### src/rtl/fifo_arb_pkg.sv
`default_nettype none
// ============================================================================
// Module   : fifo_arb_pkg
// Purpose  : Shared types and constants for the FIFO write arbiter slice.
// Revision : 1.0 - initial release
// ============================================================================
package fifo_arb_pkg;

    // Arbiter lock state: ARB = no requester locked, LOCK = owner holds the FIFO
    typedef enum logic [0:0] {
        ARB  = 1'b0,
        LOCK = 1'b1
    } arb_state_e;

    // Width of every statistics counter
    localparam int STAT_W = 32;

    // Beat counter width; covers burst lengths up to 16
    localparam int CNT_W  = 5;

endpackage : fifo_arb_pkg
`default_nettype wire

### src/rtl/fifo_wr_arbiter_rr_pick.sv
`default_nettype none
// ============================================================================
// Module   : rr_pick
// Purpose  : Combinational rotating-priority search. Returns the first
//            asserted request strictly after index 'last', wrapping round.
// Revision : 1.0 - initial release
// ============================================================================
module rr_pick
    import fifo_arb_pkg::*;
#(
    parameter int N_REQ = 2,
    parameter int IDX_W = 1
) (
    input  logic [N_REQ-1:0] req,
    input  logic [IDX_W-1:0] last,
    output logic             valid,
    output logic [IDX_W-1:0] index
);

    // Two passes keep every bit select constant: first the indices above
    // 'last', then the wrapped indices from 0 up to and including 'last'.
    always_comb begin
        valid = 1'b0;
        index = '0;
        for (int j = 0; j < N_REQ; j++) begin
            if (!valid && req[j] && (j > int'(last))) begin
                valid = 1'b1;
                index = IDX_W'(j);
            end
        end
        for (int j = 0; j < N_REQ; j++) begin
            if (!valid && req[j] && (j <= int'(last))) begin
                valid = 1'b1;
                index = IDX_W'(j);
            end
        end
    end

endmodule : rr_pick
`default_nettype wire

### src/rtl/fifo_wr_arbiter.sv
`default_nettype none
// ============================================================================
// Module   : fifo_wr_arbiter
// Purpose  : Round-robin write arbiter for a shared FIFO with burst locking.
//            Grants, write strobe and write data are zero-latency combinational
//            outputs; the lock state, beat count and priority pointer are
//            registered.
// Options  : define ARB_STATS_EN to add beat_cnt / stall_cnt statistics.
// Revision : 1.0 - initial release
// ============================================================================
module fifo_wr_arbiter
    import fifo_arb_pkg::*;
#(
    parameter int N_REQ = 2,
    parameter int WIDTH = 8,
    parameter int BURST = 4
) (
    input  logic                       ap_clk,
    input  logic                       ap_rst_n,
    input  logic                       en,
    input  logic [N_REQ-1:0]           req,
    input  logic [N_REQ*WIDTH-1:0]     req_data,
    output logic [N_REQ-1:0]           gnt,
    output logic                       fifo_wr_en,
    output logic [WIDTH-1:0]           fifo_wr_data,
    input  logic                       fifo_full,
    output logic                       busy,
`ifdef ARB_STATS_EN
    output logic [N_REQ*STAT_W-1:0]    beat_cnt,
    output logic [STAT_W-1:0]          stall_cnt,
`endif
    output logic [$clog2(N_REQ)-1:0]   owner
);

    localparam int IDX_W = $clog2(N_REQ);

    arb_state_e         state_q, state_d;
    logic [CNT_W-1:0]   count_q, count_d;
    logic [IDX_W-1:0]   last_q,  last_d;
    logic [IDX_W-1:0]   owner_q, owner_d;

    logic               pick_valid;
    logic [IDX_W-1:0]   pick_idx;
    logic               use_arb;
    logic               grant;
    logic               grant_new;
    logic [IDX_W-1:0]   grant_idx;

    // 'last' is moved to the grantee as soon as a lock is taken, so a released
    // or aborted lock always resumes the scan from owner+1.
    rr_pick #(
        .N_REQ (N_REQ),
        .IDX_W (IDX_W)
    ) u_rr_pick (
        .req   (req),
        .last  (last_q),
        .valid (pick_valid),
        .index (pick_idx)
    );

    // Decide this cycle's beat: locked owner if still requesting, else a new pick
    always_comb begin
        use_arb   = (state_q == ARB) || !req[owner_q];
        grant     = 1'b0;
        grant_new = 1'b0;
        grant_idx = owner_q;
        if (ap_rst_n && en && !fifo_full) begin
            if (!use_arb) begin
                grant     = 1'b1;
                grant_idx = owner_q;
            end else if (pick_valid) begin
                grant     = 1'b1;
                grant_new = 1'b1;
                grant_idx = pick_idx;
            end
        end
    end

    // State register with asynchronous reset; requester 0 has first priority
    always_ff @(posedge ap_clk or negedge ap_rst_n) begin
        if (!ap_rst_n) begin
            state_q <= ARB;
            count_q <= '0;
            last_q  <= IDX_W'(N_REQ - 1);
            owner_q <= '0;
        end else begin
            state_q <= state_d;
            count_q <= count_d;
            last_q  <= last_d;
            owner_q <= owner_d;
        end
    end

    // Next-state logic for lock, beat count and priority pointer
    always_comb begin
        state_d = state_q;
        count_d = count_q;
        last_d  = last_q;
        owner_d = owner_q;
        if (!en) begin
            state_d = ARB;
            count_d = '0;
        end else if (grant_new) begin
            owner_d = grant_idx;
            last_d  = grant_idx;
            count_d = CNT_W'(1);
            state_d = (BURST > 1) ? LOCK : ARB;
        end else if (grant) begin
            count_d = count_q + CNT_W'(1);
            if (count_q + CNT_W'(1) == CNT_W'(BURST)) begin
                state_d = ARB;
            end
        end else if (use_arb) begin
            // Owner dropped its request (or no lock held) and nothing was granted
            state_d = ARB;
        end
    end

    // Output decode: one-hot grant, write strobe and muxed write data
    always_comb begin
        gnt          = '0;
        fifo_wr_data = '0;
        for (int i = 0; i < N_REQ; i++) begin
            if (grant && (grant_idx == IDX_W'(i))) begin
                gnt[i]       = 1'b1;
                fifo_wr_data = req_data[i*WIDTH +: WIDTH];
            end
        end
        fifo_wr_en = grant;
        busy       = (state_q == LOCK);
        owner      = owner_q;
    end

`ifdef ARB_STATS_EN
    logic [STAT_W-1:0] stall_q;

    // Count cycles where someone wants to write but the FIFO is full
    always_ff @(posedge ap_clk or negedge ap_rst_n) begin
        if (!ap_rst_n) begin
            stall_q <= '0;
        end else if (en && (|req) && fifo_full) begin
            stall_q <= stall_q + STAT_W'(1);
        end
    end
    assign stall_cnt = stall_q;

    for (genvar g = 0; g < N_REQ; g++) begin : g_beat
        logic [STAT_W-1:0] beat_q;

        // Per-requester count of accepted beats
        always_ff @(posedge ap_clk or negedge ap_rst_n) begin
            if (!ap_rst_n) begin
                beat_q <= '0;
            end else if (gnt[g]) begin
                beat_q <= beat_q + STAT_W'(1);
            end
        end
        assign beat_cnt[g*STAT_W +: STAT_W] = beat_q;
    end : g_beat
`endif

endmodule : fifo_wr_arbiter
`default_nettype wire
### config.mk
export PLATFORM = sky130hd
export DESIGN_NAME = fifo_wr_arbiter
export DESIGN_NICKNAME = d
export VERILOG_FILES = /design/src/rtl/fifo_arb_pkg.sv /design/src/rtl/fifo_wr_arbiter_rr_pick.sv /design/src/rtl/fifo_wr_arbiter.sv
export SDC_FILE = /design/constraint.sdc
export NUM_CORES = 1
export LEC_CHECK = 0
export BUFFER_PORTS_ARGS = -buffer_cell sky130_fd_sc_hd__buf_2
export CORE_MARGIN = 1.5
export CORE_UTILIZATION = 49
export CTS_BUF_LIST = sky130_fd_sc_hd__clkbuf_8
export CTS_CLUSTER_DIAMETER = 80
export CTS_CLUSTER_SIZE = 40
export DETAILED_ROUTE_END_ITERATION = 16
export PLACE_DENSITY_LB_ADDON = 0.1
export SLEW_MARGIN = 15
export SYNTH_ARGS = -nofsm -noshare
export SYNTH_HDL_FRONTEND = slang
export SYNTH_HIERARCHICAL = 1
export SYNTH_SLANG_ARGS = --single-unit
### constraint.sdc
create_clock -name ap_clk -period 4.3 [get_ports ap_clk]
set_input_delay 0.215 -clock ap_clk [delete_from_list [all_inputs] [get_ports ap_clk]]
set_output_delay 0.215 -clock ap_clk [all_outputs]
set_load 0.005 [all_outputs]
=== Word-level counts from Yosys, hierarchy flattened ===
Index checks and enable logic that the tools add are counted.

* Register bits: 8
* Latch bits: 0
* Bits in writable memories: 0
* Bits in read-only memories: 0
* Output and inout bits: 13
* Word-level logic and storage cells: 56
* Memories kept: 0

* Add/sub/neg operators: 1
* Multiply operators: 0
* Divide/modulo/power cells: 0
* Magnitude comparators: 3
* Equal/unequal tests: 4
* Shift-type cells: 0
* Mux-type cells: 27
* Bitwise gates (word level): 2
* Reductions and logical operators: 15

{| class="wikitable"
|+ Operators by type and width
! cell !! count
|-
| 1-bit 2-to-1 mux || 22
|-
| 8-bit 2-to-1 mux || 2
|-
| 5-bit 2-to-1 mux || 3
|-
| 1-bit logical AND || 8
|-
| 5-bit by 1-bit adder with 5-bit output (second input constant) || 1
|-
| 5-bit by 3-bit equality test with 1-bit output (second input constant) || 1
|-
| 1-bit logical NOT || 4
|-
| 4-bit by 1-bit != test with 1-bit output (second input constant) || 1
|-
| 4-bit by 2-bit != test with 1-bit output (second input constant) || 1
|-
| 2-bit AND reduction || 2
|-
| 3-bit by 1-bit != test with 1-bit output (second input constant) || 1
|-
| 1-bit by 2-bit less-than comparator with 1-bit output (second input constant) || 1
|-
| 1-bit inverter || 2
|-
| 1-bit greater-than comparator (first input constant) || 1
|-
| 1-bit <= comparator (first input constant) || 1
|-
| 1-bit logical OR || 1
|}

=== Longest topological paths before layout ===
Gate-level depths: netlist of the first run.

* Depth after elaboration: 17
* Depth in mapped cells: 6
* Depth with buffers taken out: 5

=== Modules after synthesis ===
Netlist of the first run, hierarchy kept.

{| class="wikitable"
|+ Modules (own cells, without submodules)
! module !! instances !! cells an instance !! area an instance (um^2) !! sequential area each (um^2)
|-
| fifo_wr_arbiter || 1 || 84 || 644.4 || 201.4
|-
| rr_pick || 1 || 2 || 13.8 || 0.0
|}

=== Worst setup path before layout of the first run ===
No wires, ideal clock.

* Path kind: reg2reg
* From: reg owner_q, in the netlist owner
* To: reg count_q[0]
* Setup time: 0.123 ns
* Arrival: 1.416 ns
* Path slack: 2.761 ns
* Stages on the path, launching flop included: 6
* Path buffers: 1
* Period minus slack after synthesis: 1.539 ns
* Path through: dfrtp_1 > mux2_4 > and2_4 > buf_6 > o21a_4 > o221a_1

* Word-level cells in the longest chain between the ends: 8
* Elaborated cells between the ends (all ways): 11
* Those cells by class: eq/ne: 1; mux: 8; reduce/logical: 2

{| class="wikitable"
|+ RTL lines
! what !! line !! text
|-
| start: declaration || fifo_wr_arbiter.sv:40 || <nowiki>logic [IDX_W-1:0] owner_q, owner_d;</nowiki>
|-
| start signal: assignment || fifo_wr_arbiter.sv:90 || <nowiki>owner_q <= owner_d;</nowiki>
|-
| 1-bit 2-to-1 mux (not written as such) (*) (2 in series) || fifo_wr_arbiter.sv:63 || <nowiki>use_arb = (state_q == ARB) || !req[owner_q];</nowiki>
|-
| 1-bit logical NOT (*) || fifo_wr_arbiter.sv:63 ||
|-
| 1-bit logical OR (*) || fifo_wr_arbiter.sv:63 ||
|-
| 1-bit 2-to-1 mux || fifo_wr_arbiter.sv:68 || <nowiki>if (!use_arb) begin</nowiki>
|-
| 1-bit 2-to-1 mux || fifo_wr_arbiter.sv:67 || <nowiki>if (ap_rst_n && en && !fifo_full) begin</nowiki>
|-
| 5-bit 2-to-1 mux || fifo_wr_arbiter.sv:103 || <nowiki>end else if (grant_new) begin</nowiki>
|-
| 5-bit 2-to-1 mux || fifo_wr_arbiter.sv:100 || <nowiki>if (!en) begin</nowiki>
|-
| end signal: assignment || fifo_wr_arbiter.sv:88 || <nowiki>count_q <= count_d;</nowiki>
|-
| end: declaration || fifo_wr_arbiter.sv:38 || <nowiki>logic [CNT_W-1:0] count_q, count_d;</nowiki>
|}

Mark *: on every way between the ends. The rest lies on a longest branch, timed or not. The select of a mux whose other input is x is not followed.
A chain may end at the register's enable or synchronous reset.

=== Final worst setup path of the first run ===
* From: in ap_rst_n
* To: out fifo_wr_data[2]

* Word-level cells in the longest chain between the ends: 7
* Elaborated cells between the ends (all ways): 9
* Those cells by class: mux: 4; bitwise: 1; reduce/logical: 4

{| class="wikitable"
|+ RTL lines
! what !! line !! text
|-
| start: declaration || fifo_wr_arbiter.sv:19 || <nowiki>input logic ap_rst_n,</nowiki>
|-
| 1-bit logical AND (*) (2 in series) || fifo_wr_arbiter.sv:67 ||
|-
| 1-bit 2-to-1 mux || fifo_wr_arbiter.sv:67 ||
|-
| 1-bit inverter || fifo_wr_arbiter.sv:124 || <nowiki>if (grant && (grant_idx == IDX_W'(i))) begin</nowiki>
|-
| 1-bit logical AND || fifo_wr_arbiter.sv:124 ||
|-
| 8-bit 2-to-1 mux || fifo_wr_arbiter.sv:124 ||
|-
| 8-bit 2-to-1 mux (*) || fifo_wr_arbiter.sv:124 ||
|-
| end: declaration || fifo_wr_arbiter.sv:25 || <nowiki>output logic [WIDTH-1:0] fifo_wr_data,</nowiki>
|}

Mark *: on every way between the ends. The rest lies on a longest branch, timed or not.

==> results of run 1 <==
==> through the flow <==
step	instance area (um^2)	total power (W)	std cells
2_1_floorplan	658.1	0.0001339	86
5_1_grt	877.1	0.0002661	136
6_report	877.1	0.0002507	136
3_3_place_gp	822.0	0.0001575	131
4_1_cts	877.1	0.0002539	136
3_5_place_dp	822.0	0.0001600	131
==> worst register-to-register path: cells and delay by family (launching register included) <==
kind	cells	cell delay, ns
multiplexers	2	0.67
flip-flops	1	0.43
AND/OR/NAND/NOR	2	0.31
==> what timing repair did <==
action | CTS | global route
hold endpoints to repair | 7 | 0
endpoints found under the setup margin | 0 | 0
hold buffers | 1 | 0
==> power breakdown <==
group | leakage, nW | switching [W] | internal (W) | total, W
clock network | 0.0269 | 0.0000293 | 0.0000618 | 0.0000911
logic | 0.283 | 0.0000341 | 0.0000339 | 0.0000680
registers | 0.105 | 0.00000763 | 0.0000840 | 0.0000916
total | 0.416 | 0.0000710 | 0.000180 | 0.000251
==> state kept, by name, indices dropped and copies added, names as in the netlist <==
name,count
busy,1
count_q,5
last_q,1
owner,1
==> layer usage <==
layer	global-route usage, %	vias up
met1	30.77	325
met5	0	-
met4	2.586	0
met3	6.818	0
li1	-	379
met2	31.56	20
==> final timing paths <==
check / depth (start not counted) / end / slack (ns) / from
min: 2 / count_q[0] / 0.32 / en
max: 7 / fifo_wr_data[2] / 1.85 / ap_rst_n
min reg2reg: 2 / count_q[1] / 0.58 / count_q[1]
min in group asynchronous: 2 / count_q[2] / 0.38 / ap_rst_n
max reg2reg: 4 / owner / 2.78 / owner
max in group asynchronous: 2 / last_q / 3.66 / ap_rst_n
==> cells by family (layout without fill, tap and decap cells) <==
logic type                 count (synthesis)  in the layout  share of synthesized area (%)
AOI/OAI and AO/OA                         22             22                          23.57
adders and majority gates                  1              1                          1.901
buffers and inverters                      4             39                          3.802
DFF                                        8              8                          30.61
muxes                                      4              4                          7.223
and+or+nand+nor                           47             47                          32.89
==> cell type report <==
class | instances | area [um^2] | share of cell area, %
repair buffers | 35 | 180.2 | 20.54
clock inverters | 1 | 3.754 | 0.4280
clock buffers | 3 | 41.29 | 4.708
multi-input cells | 74 | 431.7 | 49.22
well taps | 15 | 18.77 | 2.140
flip-flops and latches | 8 | 201.4 | 22.97
==> layout by cell type, fill, tap and decap left out, types with 2 or more instances in the layout <==
cell type and n:
clkbuf_8 3, dfrtp_1 7, o21ai_0 2, nand3_1 3
mux2_2 2, a21oi_1 5, buf_2 34, nor2_1 4
nor3_1 2, o22ai_1 10, nand2_1 28
==> insert_results.sql, run 1 <==
INSERT INTO impl_metrics (metric_group, metric, value, unit) VALUES
('routing', 'ant_nets', '0', ''),
('synth', 'ys.warnings.count', '6', ''),
('placed_design', 'dp_hpwl', '1218', 'um'),
('floorplan', 'std_cell_rows', '13', ''),
('routing', 'firstDrtPassIters', '4', ''),
('synth', 'syn-num-nets', '109', ''),
('synth', 'postSynthRegisterBits', '8', ''),
('synth', 'top_cells_by_instance_count_after_synthesis', 'nand2_1, o22ai_1, dfrtp_1', ''),
('timing', 'final_period_demand_of_the_worst_path', '2.453', 'ns'),
('clocking', 'cts.sink_count', '8', ''),
('clocking', 'worst_setup_hold_path_clk_slew', '0.04', 'ns'),
('layout', 'num_antenna_cells', '0', ''),
('clocking', 'number_of_clock_buffers_inserted_by_tritoncts', '3', ''),
('layout', 'area.growth.synth_to_final', '33.27', '%'),
('routing', 'wirelength_met1', '733', 'um'),
('setup_path', 'max_stage_delay', '0.52', 'ns'),
('placed_design', 'place.gp.congestion', '0.8437', ''),
('timing', 'worst_hold_slack', '0.3207', 'ns'),
('run_status', 'status', 'finished, final reports clean', ''),
('timing', 'report.final.slew_viol_count', '0', ''),
('clocking', 'cts_setup_buffers', '0', ''),
('synth', 'synth_async_sr_flop_share', '100.0', '%'),
('setup_path', 'worstSetupStartpointType', 'primary input', ''),
('routing', 'wl_met2', '791', 'um'),
('floorplan', 'core_area', '0.001269', 'mm^2'),
('timing', 'setup-tns-final', '0', 'ns'),
('setup_path', 'worst_setup_path_end_kind', 'primary output', ''),
('layout', 'nets', '145', ''),
('placed_design', 'detailedPlace.worstSlack', '2.290', 'ns'),
('timing', 'setup_viol', '0', ''),
('synth', 'synthesis.instances', '86', ''),
('synth', 'syn_area_per_cell', '7.653', 'um^2'),
('synth', 'yosys_most_used_dff', 'dfrtp_1', ''),
('routing', 'drcViolationCount', '0', ''),
('timing', 'worst_slew_pin_slew', '0.6727', 'ns'),
('routing', 'avgRoutedWirePerCell', '11.71', 'um'),
('setup_path', 'cp.buffers_inverters', '3', ''),
('layout', 'final.fill_count', '108', ''),
('timing', 'slew-limit-headroom', '55.15', '%'),
('synth', 'yosysTopAreaCell', 'dfrtp_1', ''),
('synth', 'synth_sequential_area_ratio', '30.61', '%'),
('grt', 'antenna_found_initial', '0', ''),
('clocking', 'clock_tree.htree_level_count', '1', ''),
('clocking', 'clock_tree_from_tritoncts', 'built', ''),
('grt', 'grt_max_degree', '19', ''),
('floorplan', 'starting_density_of_the_core', '51.87', '%'),
('synth', 'synth_edf_count', '0', ''),
('timing', 'skew', '0.004758', 'ns'),
('grt', 'grt_pass1_vias', '544', ''),
('setup_path', 'worst_path_dominant_cell_family', 'simple AND/OR/NAND/NOR gates', ''),
('floorplan', 'chipWidth', '39.65', 'um'),
('setup_path', 'setup_cp_type', 'primary input to primary output', ''),
('timing', 'rsz0062_at_grt', 'no', ''),
('grt', 'grt_first_pass_wirelength', '2277', 'um'),
('setup_path', 'cells_along_the_critical_path', 'dlygate4sd3_1 > buf_2 > nor2b_2 > and2_1 > nand2_1 > o22ai_1 > buf_2', ''),
('job', 'drv_cap', '0', ''),
('clocking', 'clkLatencyLatePin', '0.23', 'ns'),
('timing', 'achievable-frequency', '407.7', 'MHz'),
('power', 'total_leakage_power', '0.4157', 'nW'),
('synth', 'syn-cell-area', '658.1', 'um^2'),
('timing', 'finalHoldViolCount', '0', ''),
('synth', 'synth_area_leaders', 'dfrtp_1, nand2_1, o22ai_1, dfstp_2, a21oi_1', ''),
('floorplan', 'die-height', '39.65', 'um'),
('setup_path', 'critPathMaxFanout', '18', ''),
('layout', 'fin_util', '69.13', '%'),
('routing', 'met3_wirelength', '68', 'um'),
('routing', 'finalWirelength', '1593', 'um'),
('floorplan', 'die_area', '0.001572', 'mm^2'),
('setup_path', 'timing.critical_path.slowest_stage_cell', 'dlygate4sd3_1', ''),
('timing', 'setup_ws', '1.847', 'ns'),
('setup_path', 'critPathArrivalTime', '2.24', 'ns');
Power figures use the tool's default switching activity.
==> run 2, diff against run 1 <==
--- a/config.mk
+++ b/config.mk
@@ -7,7 +7,7 @@
 export LEC_CHECK = 0
 export BUFFER_PORTS_ARGS = -buffer_cell sky130_fd_sc_hd__buf_2
 export CORE_MARGIN = 1.5
-export CORE_UTILIZATION = 49
+export CORE_UTILIZATION = 45
 export CTS_BUF_LIST = sky130_fd_sc_hd__clkbuf_8
 export CTS_CLUSTER_DIAMETER = 80
 export CTS_CLUSTER_SIZE = 40
==> constraint.sdc (replaced) <==
create_clock -name ap_clk -period 2.5 [get_ports ap_clk]
set_input_delay 0.125 -clock ap_clk [delete_from_list [all_inputs] [get_ports ap_clk]]
set_output_delay 0.125 -clock ap_clk [all_outputs]
set_load 0.005 [all_outputs]
==> insert_results.sql, run 2 (synthesis results as in run 1) <==
INSERT INTO impl_metrics (metric_group, metric, value, unit) VALUES
('run_status', 'status', 'finished, final reports clean', ''),
('power', 'share_clk_of_total_power', '37.1', '%'),
('floorplan', 'die-height', '41.24', 'um'),
('timing', 'rsz0062_at_grt', 'no', ''),
('clocking', 'number_of_clock_buffers_inserted_by_tritoncts', '3', ''),
('setup_path', 'timing.critical_path.slowest_stage_cell', 'dlygate4sd3_1', ''),
('setup_path', 'worst_path_dominant_cell_family', 'buffers and inverters', ''),
('setup_path', 'crit_path_start', 'ap_rst_n', ''),
('floorplan', 'chipWidth', '41.24', 'um'),
('clocking', 'cts_setup_buffers', '0', ''),
('setup_path', 'critPathArrivalTime', '1.94', 'ns'),
('layout', 'most-common-layout-cells', 'buf_2, nand2_1, o22ai_1', ''),
('timing', 'setup-tns-final', '0', 'ns'),
('timing', 'worst_slew_pin_slew', '0.6313', 'ns'),
('power', 'total_leakage_power', '0.4210', 'nW'),
('setup_path', 'cp.buffers_inverters', '4', ''),
('setup_path', 'critPathMaxFanout', '17', ''),
('layout', 'final-instance-count-excl-fill', '137', ''),
('timing', 'report.final.slew_viol_count', '0', ''),
('grt', 'antenna_found_initial', '0', ''),
('power', 'power_share_of_the_sequential_group', '36.0', '%'),
('job', 'drv_cap', '0', ''),
('power', 'p_int', '0.0003104', 'W'),
('clocking', 'clock_tree_from_tritoncts', 'built', ''),
('routing', 'avgRoutedWirePerCell', '11.67', 'um'),
('worst_hold_path', 'worstHoldPathType', 'primary input to register', ''),
('clocking', 'worst_setup_hold_path_clk_slew', '0.05', 'ns'),
('setup_path', 'max_stage_delay', '0.52', 'ns'),
('timing', 'final_period_demand_of_the_worst_path', '2.064', 'ns'),
('routing', 'drcViolationCount', '0', ''),
('routing', 'finalWirelength', '1599', 'um'),
('timing', 'finalHoldViolCount', '0', ''),
('worst_hold_path', 'worstHoldStart', 'en', ''),
('setup_path', 'worst_setup_path_end_kind', 'primary output', ''),
('layout', 'drive_above_1_share', '38.52', '%'),
('routing', 'avgViaCountPerCell', '5.270', ''),
('layout', 'num_antenna_cells', '0', ''),
('worst_hold_path', 'holdPathStages', '2', ''),
('power', 'net-switching-power', '0.0001282', 'W'),
('setup_path', 'worst-path-stages', '8', ''),
('setup_path', 'worstSetupStartpointType', 'primary input', ''),
('clocking', 'clock_tree.root_cell', 'clkbuf_8', ''),
('grt', 'grt_pass1_vias', '531', ''),
('routing', 'ant_nets', '0', ''),
('clocking', 'cts.sink_count', '8', ''),
('floorplan', 'die_area', '0.001701', 'mm^2'),
('layout', 'top_register', 'count_q', ''),
('setup_path', 'timing.rr.start', 'owner', ''),
('setup_path', 'worst-r2r-cell-count', '4', ''),
('placed_design', 'dp_hpwl', '1198', 'um'),
('timing', 'final_min_period_over_clock_period', '82.54', '%'),
('grt', 'grt_max_degree', '18', ''),
('power', 'ir_worst_vdd', '0.0003718', 'V'),
('power', 'share_comb_of_total_power', '26.9', '%'),
('clocking', 'clkLatencyLatePin', '0.23', 'ns'),
('setup_path', 'cp_data_required_time', '2.38', 'ns'),
('layout', 'largest_register_ff_count', '5', ''),
('grt', 'grt-ovfl-total', '0', ''),
('setup_path', 'worstReg2RegEnd', 'owner', ''),
('clocking', 'resized_cells_post_cts', '0', ''),
('routing', 'routed-via-count', '722', ''),
('power', 'switching_share', '29.22', '%'),
('routing', 'drt_iter0_drc', '10', ''),
('worst_hold_path', 'min_to', 'count_q[0]', ''),
('clocking', 'clock_tree.buffer_depth', '2', ''),
('setup_path', 'setup_cp_type', 'primary input to primary output', ''),
('timing', 'setup_viol', '0', ''),
('routing', 'firstDrtPassIters', '4', ''),
('clocking', 'clock_tree.htree_level_count', '1', ''),
('grt', 'grt_first_pass_wirelength', '2214', 'um'),
('layout', 'layout_commonest_cell', 'buf_2', ''),
('setup_path', 'crit_path_frequent_cell', 'buf_2', ''),
('floorplan', 'std_cell_rows', '13', ''),
('grt', 'grt_use_total', '20.76', '%'),
('setup_path', 'setup.reg_to_reg.worst_slack', '0.97', 'ns'),
('placed_design', 'placed_cells', '132', ''),
('floorplan', 'starting_density_of_the_core', '49.34', '%'),
('timing', 'skew', '0.005747', 'ns'),
('placed_design', 'place.gp.congestion', '0.7714', ''),
('floorplan', 'io_count', '35', ''),
('timing', 'slew-limit-headroom', '57.91', '%'),
('layout', 'final.fill_count', '128', ''),
('floorplan', 'core_area', '0.001334', 'mm^2'),
('power', 'power.density', '495.8', 'mW/mm^2'),
('placed_design', 'io_buffer_count', '34', ''),
('layout', 'area.growth.synth_to_final', '34.41', '%'),
('timing', 'achievable-frequency', '484.6', 'MHz'),
('layout', 'nets', '146', ''),
('setup_path', 'cells_along_the_critical_path', 'dlygate4sd3_1 > buf_2 > nor2b_2 > and2_1 > buf_4 > nand2_1 > o22ai_1 > buf_2', '');
-- run 2: cell types whose count changed in the layout (fill, tap and decap cells not counted), sizes merged --
cell  previous run  this run
buf             34        35
-- run 2: power by group through the flow --
| stage | logic (W) | registers, W | clock network (W) |
|---|---|---|---|
| finish | 0.000118 | 0.000158 | 0.000163 |
| global route | 0.000130 | 0.000159 | 0.000169 |
| CTS | 0.000118 | 0.000158 | 0.000165 |
| detailed placement | 0.000116 | 0.000160 | 0 |
| global placement | 0.000115 | 0.000158 | 0 |
| floorplan | 0.0000734 | 0.000157 | 0 |
-- run 2: worst max-delay path by stage --
stage | to | slack [ns]
2_1_floorplan | count_q[0] | 0.96
3_3_place_gp | fifo_wr_data[3] | 0.82
3_5_place_dp | fifo_wr_data[3] | 0.79
4_1_cts | fifo_wr_data[3] | 0.45
5_1_grt | fifo_wr_data[3] | 0.27
6_report | fifo_wr_data[3] | 0.44
-- run 2: metal layers --
metal  vias to the layer above  share of wire, %  track usage (%)
li1                        380                 -                -
met1                       306                50            27.92
met2                        32                41            28.52
met3                         4               6.9            8.152
met4                         0               1.3            9.677
met5                         -                 0                0
-- run 2: cell type report --
cell class	instances	area, um^2	share of cell area, %
Sequential cell	8	201.4	22.77
Clock buffer	3	41.29	4.668
Timing Repair Buffer	36	187.7	21.22
Tap cell	15	18.77	2.122
Multi-Input combinational cell	74	431.7	48.80
Clock inverter	1	3.754	0.4243
-- run 2: repair_timing --
item                                   in CTS  in global routing
endpoints found under the hold margin       8                  0
setup endpoints to repair                   0                  0
hold buffers                                1                  0
-- run 2: metrics by stage --
stage	power [W]	area (um^2)	worst slack (ns)	hold slack, ns	util (%)
floorplan	0.0002302	658.1	0.9610	-0.1706	-
global placement	0.0002729	829.5	0.8224	-0.005575	62.20
detailed placement	0.0002756	829.5	0.7884	-0.006442	62.20
CTS	0.0004406	884.6	0.4467	0.2214	66.32
global route	0.0004583	884.6	0.2654	0.2385	66.32
finish	0.0004386	884.6	0.4364	0.2289	66.32
==> run 3, diff against run 2 <==
--- a/config.mk
+++ b/config.mk
@@ -7,7 +7,7 @@
 export LEC_CHECK = 0
 export BUFFER_PORTS_ARGS = -buffer_cell sky130_fd_sc_hd__buf_2
 export CORE_MARGIN = 1.5
-export CORE_UTILIZATION = 45
+export CORE_UTILIZATION = 41
 export CTS_BUF_LIST = sky130_fd_sc_hd__clkbuf_8
 export CTS_CLUSTER_DIAMETER = 80
 export CTS_CLUSTER_SIZE = 40
==> constraint.sdc (replaced) <==
create_clock -name ap_clk -period 1.8 [get_ports ap_clk]
set_input_delay 0.09 -clock ap_clk [delete_from_list [all_inputs] [get_ports ap_clk]]
set_output_delay 0.09 -clock ap_clk [all_outputs]
set_load 0.005 [all_outputs]
==> insert_results.sql, run 3 (synthesis results as in run 1) <==
INSERT INTO impl_metrics (metric_group, metric, value, unit) VALUES
('layout', 'drive_above_1_share', '44.88', '%'),
('setup_path', 'cells_along_the_critical_path', 'a21boi_2 > nor2b_1 > a21oi_2 > a2bb2oi_2 > o22ai_1 > buf_2', ''),
('layout', 'register_area', '201.4', 'um^2'),
('worst_hold_path', 'worstHoldPathType', 'primary input to register', ''),
('floorplan', 'io_count', '35', ''),
('clocking', 'cts.sink_count', '8', ''),
('grt', 'use_met3', '6.383', '%'),
('routing', 'finalWirelength', '1831', 'um'),
('layout', 'largest_register_ff_count', '5', ''),
('routing', 'ant_nets', '0', ''),
('grt', 'grt_first_pass_wirelength', '2856', 'um'),
('floorplan', 'starting_density_of_the_core', '43.69', '%'),
('timing', 'achievable-frequency', '588.4', 'MHz'),
('floorplan', 'chipWidth', '43.07', 'um'),
('placed_design', 'dp_hpwl', '1291', 'um'),
('setup_path', 'worst_path_dominant_cell_family', 'compound AO/OA/AOI/OAI gates', ''),
('setup_path', 'worst_setup_path_end_kind', 'primary output', ''),
('layout', 'area.growth.synth_to_final', '47.15', '%'),
('placed_design', 'place.gp.congestion', '0.7185', ''),
('grt', 'antenna_found_initial', '0', ''),
('placed_design', 'io_buffer_count', '34', ''),
('grt', 'grt_most_used_layer', 'met2', ''),
('timing', 'final_period_demand_of_the_worst_path', '1.699', 'ns'),
('timing', 'final_min_period_over_clock_period', '94.41', '%'),
('power', 'ir_worst_vdd', '0.0005020', 'V'),
('layout', 'layout_commonest_cell', 'buf_2', ''),
('setup_path', 'setup_cp_type', 'register to primary output', ''),
('timing', 'setup_viol', '0', ''),
('setup_path', 'max_stage_delay', '0.37', 'ns'),
('clocking', 'clkLatencyLatePin', '0.23', 'ns'),
('routing', 'drt_iter0_drc', '15', ''),
('layout', 'multi_input_comb_area', '484.2', 'um^2'),
('grt', 'grt-ovfl-total', '0', ''),
('timing', 'slew-limit-headroom', '81.08', '%'),
('floorplan', 'core_area', '0.001506', 'mm^2'),
('layout', 'nets', '151', ''),
('timing', 'report.final.slew_viol_count', '0', ''),
('layout', 'num_antenna_cells', '0', ''),
('setup_path', 'worstSetupStartpointType', 'register', ''),
('clocking', 'clock_tree.root_cell', 'clkbuf_8', ''),
('timing', 'skew', '0.005848', 'ns'),
('grt', 'grt_pass1_vias', '697', ''),
('timing', 'rsz0062_at_grt', 'no', ''),
('power', 'total_leakage_power', '0.4530', 'nW'),
('clocking', 'worst_setup_hold_path_clk_slew', '0.04', 'ns'),
('clocking', 'clock_tree_from_tritoncts', 'built', ''),
('timing', 'worst_slew_pin_slew', '0.2798', 'ns'),
('routing', 'avgViaCountPerCell', '5.413', ''),
('layout', 'most-common-layout-cells', 'buf_2, nand2_1, o22ai_1, dfrtp_1, buf_4', ''),
('run_status', 'status', 'finished, final reports clean', ''),
('job', 'drv_cap', '0', ''),
('floorplan', 'die_area', '0.001855', 'mm^2'),
('routing', 'firstDrtPassIters', '4', ''),
('grt', 'globalRouteMet2Util', '36.06', '%'),
('routing', 'routed-via-count', '774', ''),
('setup_path', 'cp_data_required_time', '1.71', 'ns'),
('floorplan', 'die-height', '43.07', 'um'),
('timing', 'setup-tns-final', '0', 'ns'),
('grt', 'met1_usage', '24.47', '%'),
('routing', 'drcViolationCount', '0', ''),
('layout', 'final.fill_count', '140', ''),
('timing', 'finalHoldViolCount', '0', ''),
('routing', 'avgRoutedWirePerCell', '12.80', 'um'),
('setup_path', 'critPathArrivalTime', '1.61', 'ns'),
('floorplan', 'std_cell_rows', '14', ''),
('grt', 'grt_max_degree', '18', ''),
('setup_path', 'timing.critical_path.slowest_stage_cell', 'dfstp_2', ''),
('clocking', 'number_of_clock_buffers_inserted_by_tritoncts', '3', ''),
('layout', 'top_register', 'count_q', ''),
('power', 'finalPower', '0.0006589', 'W'),
('setup_path', 'critPathMaxFanout', '4', ''),
('power', 'power.density', '680.4', 'mW/mm^2'),
('grt', 'grt_use_total', '20.70', '%'),
('setup_path', 'cp.buffers_inverters', '1', ''),
('clocking', 'clock_tree.htree_level_count', '1', ''),
('clocking', 'clock_tree.buffer_depth', '2', '');
run 3: metal layers:
layer / routed length (um) / part of all wire (%) / up-vias
met5: 0 / 0 / -
met4: 24 / 1.3 / 0
met3: 98 / 5.4 / 5
met2: 879 / 48 / 28
met1: 829 / 45 / 351
li1: - / - / 390
run 3: path summary, 6_finish.rpt:
kind,startpoint,to,slack (ns),cells past startpoint
max in group asynchronous,ap_rst_n,last_q,1.27,3
setup reg to reg,owner,owner,0.18,4
hold reg to reg,count_q[1],count_q[1],0.55,2
setup / recovery,last_q,fifo_wr_data[3],0.10,6
min in group asynchronous,ap_rst_n,count_q[0],0.31,3
hold / removal,en,count_q[0],0.20,2
run 3: final cells by class:
cell class	instances	area share [%]
multi-input combinational	75	50.00
tap	16	2.067
clock buffer	3	4.264
clock inverter	1	0.3876
timing repair buffer	40	22.48
sequential	8	20.80
run 3: power breakdown:
group          internal (W)  leakage [nW]  switching [W]
Combinational      0.000115         0.321      0.0000966
Sequential         0.000201         0.105      0.0000261
Clock              0.000148        0.0269      0.0000725
run 3: what timing repair did:
item | CTS | global route
endpoints found under the hold margin | 8 | 0
endpoints found under the setup margin | 8 | 8
buffers inserted | 2 | 0
resized for setup | 0 | 6
hold buffers | 1 | 0
cloned | 0 | 1
run 3: through the flow:
stage | std cells | hold WS (ns) | setup WS, ns | area [um^2] | util [%]
6_report | 143 | 0.1982 | 0.1006 | 968.4 | 64.29
5_1_grt | 143 | 0.2190 | 0.02242 | 968.4 | 64.29
4_1_cts | 143 | 0.1974 | 0.05138 | 923.4 | 61.30
3_5_place_dp | 136 | 0.01776 | 0.2312 | 853.3 | 56.64
3_3_place_gp | 136 | 0.01558 | 0.2398 | 853.3 | 56.64
2_1_floorplan | 86 | -0.2056 | 0.2610 | 658.1 | -
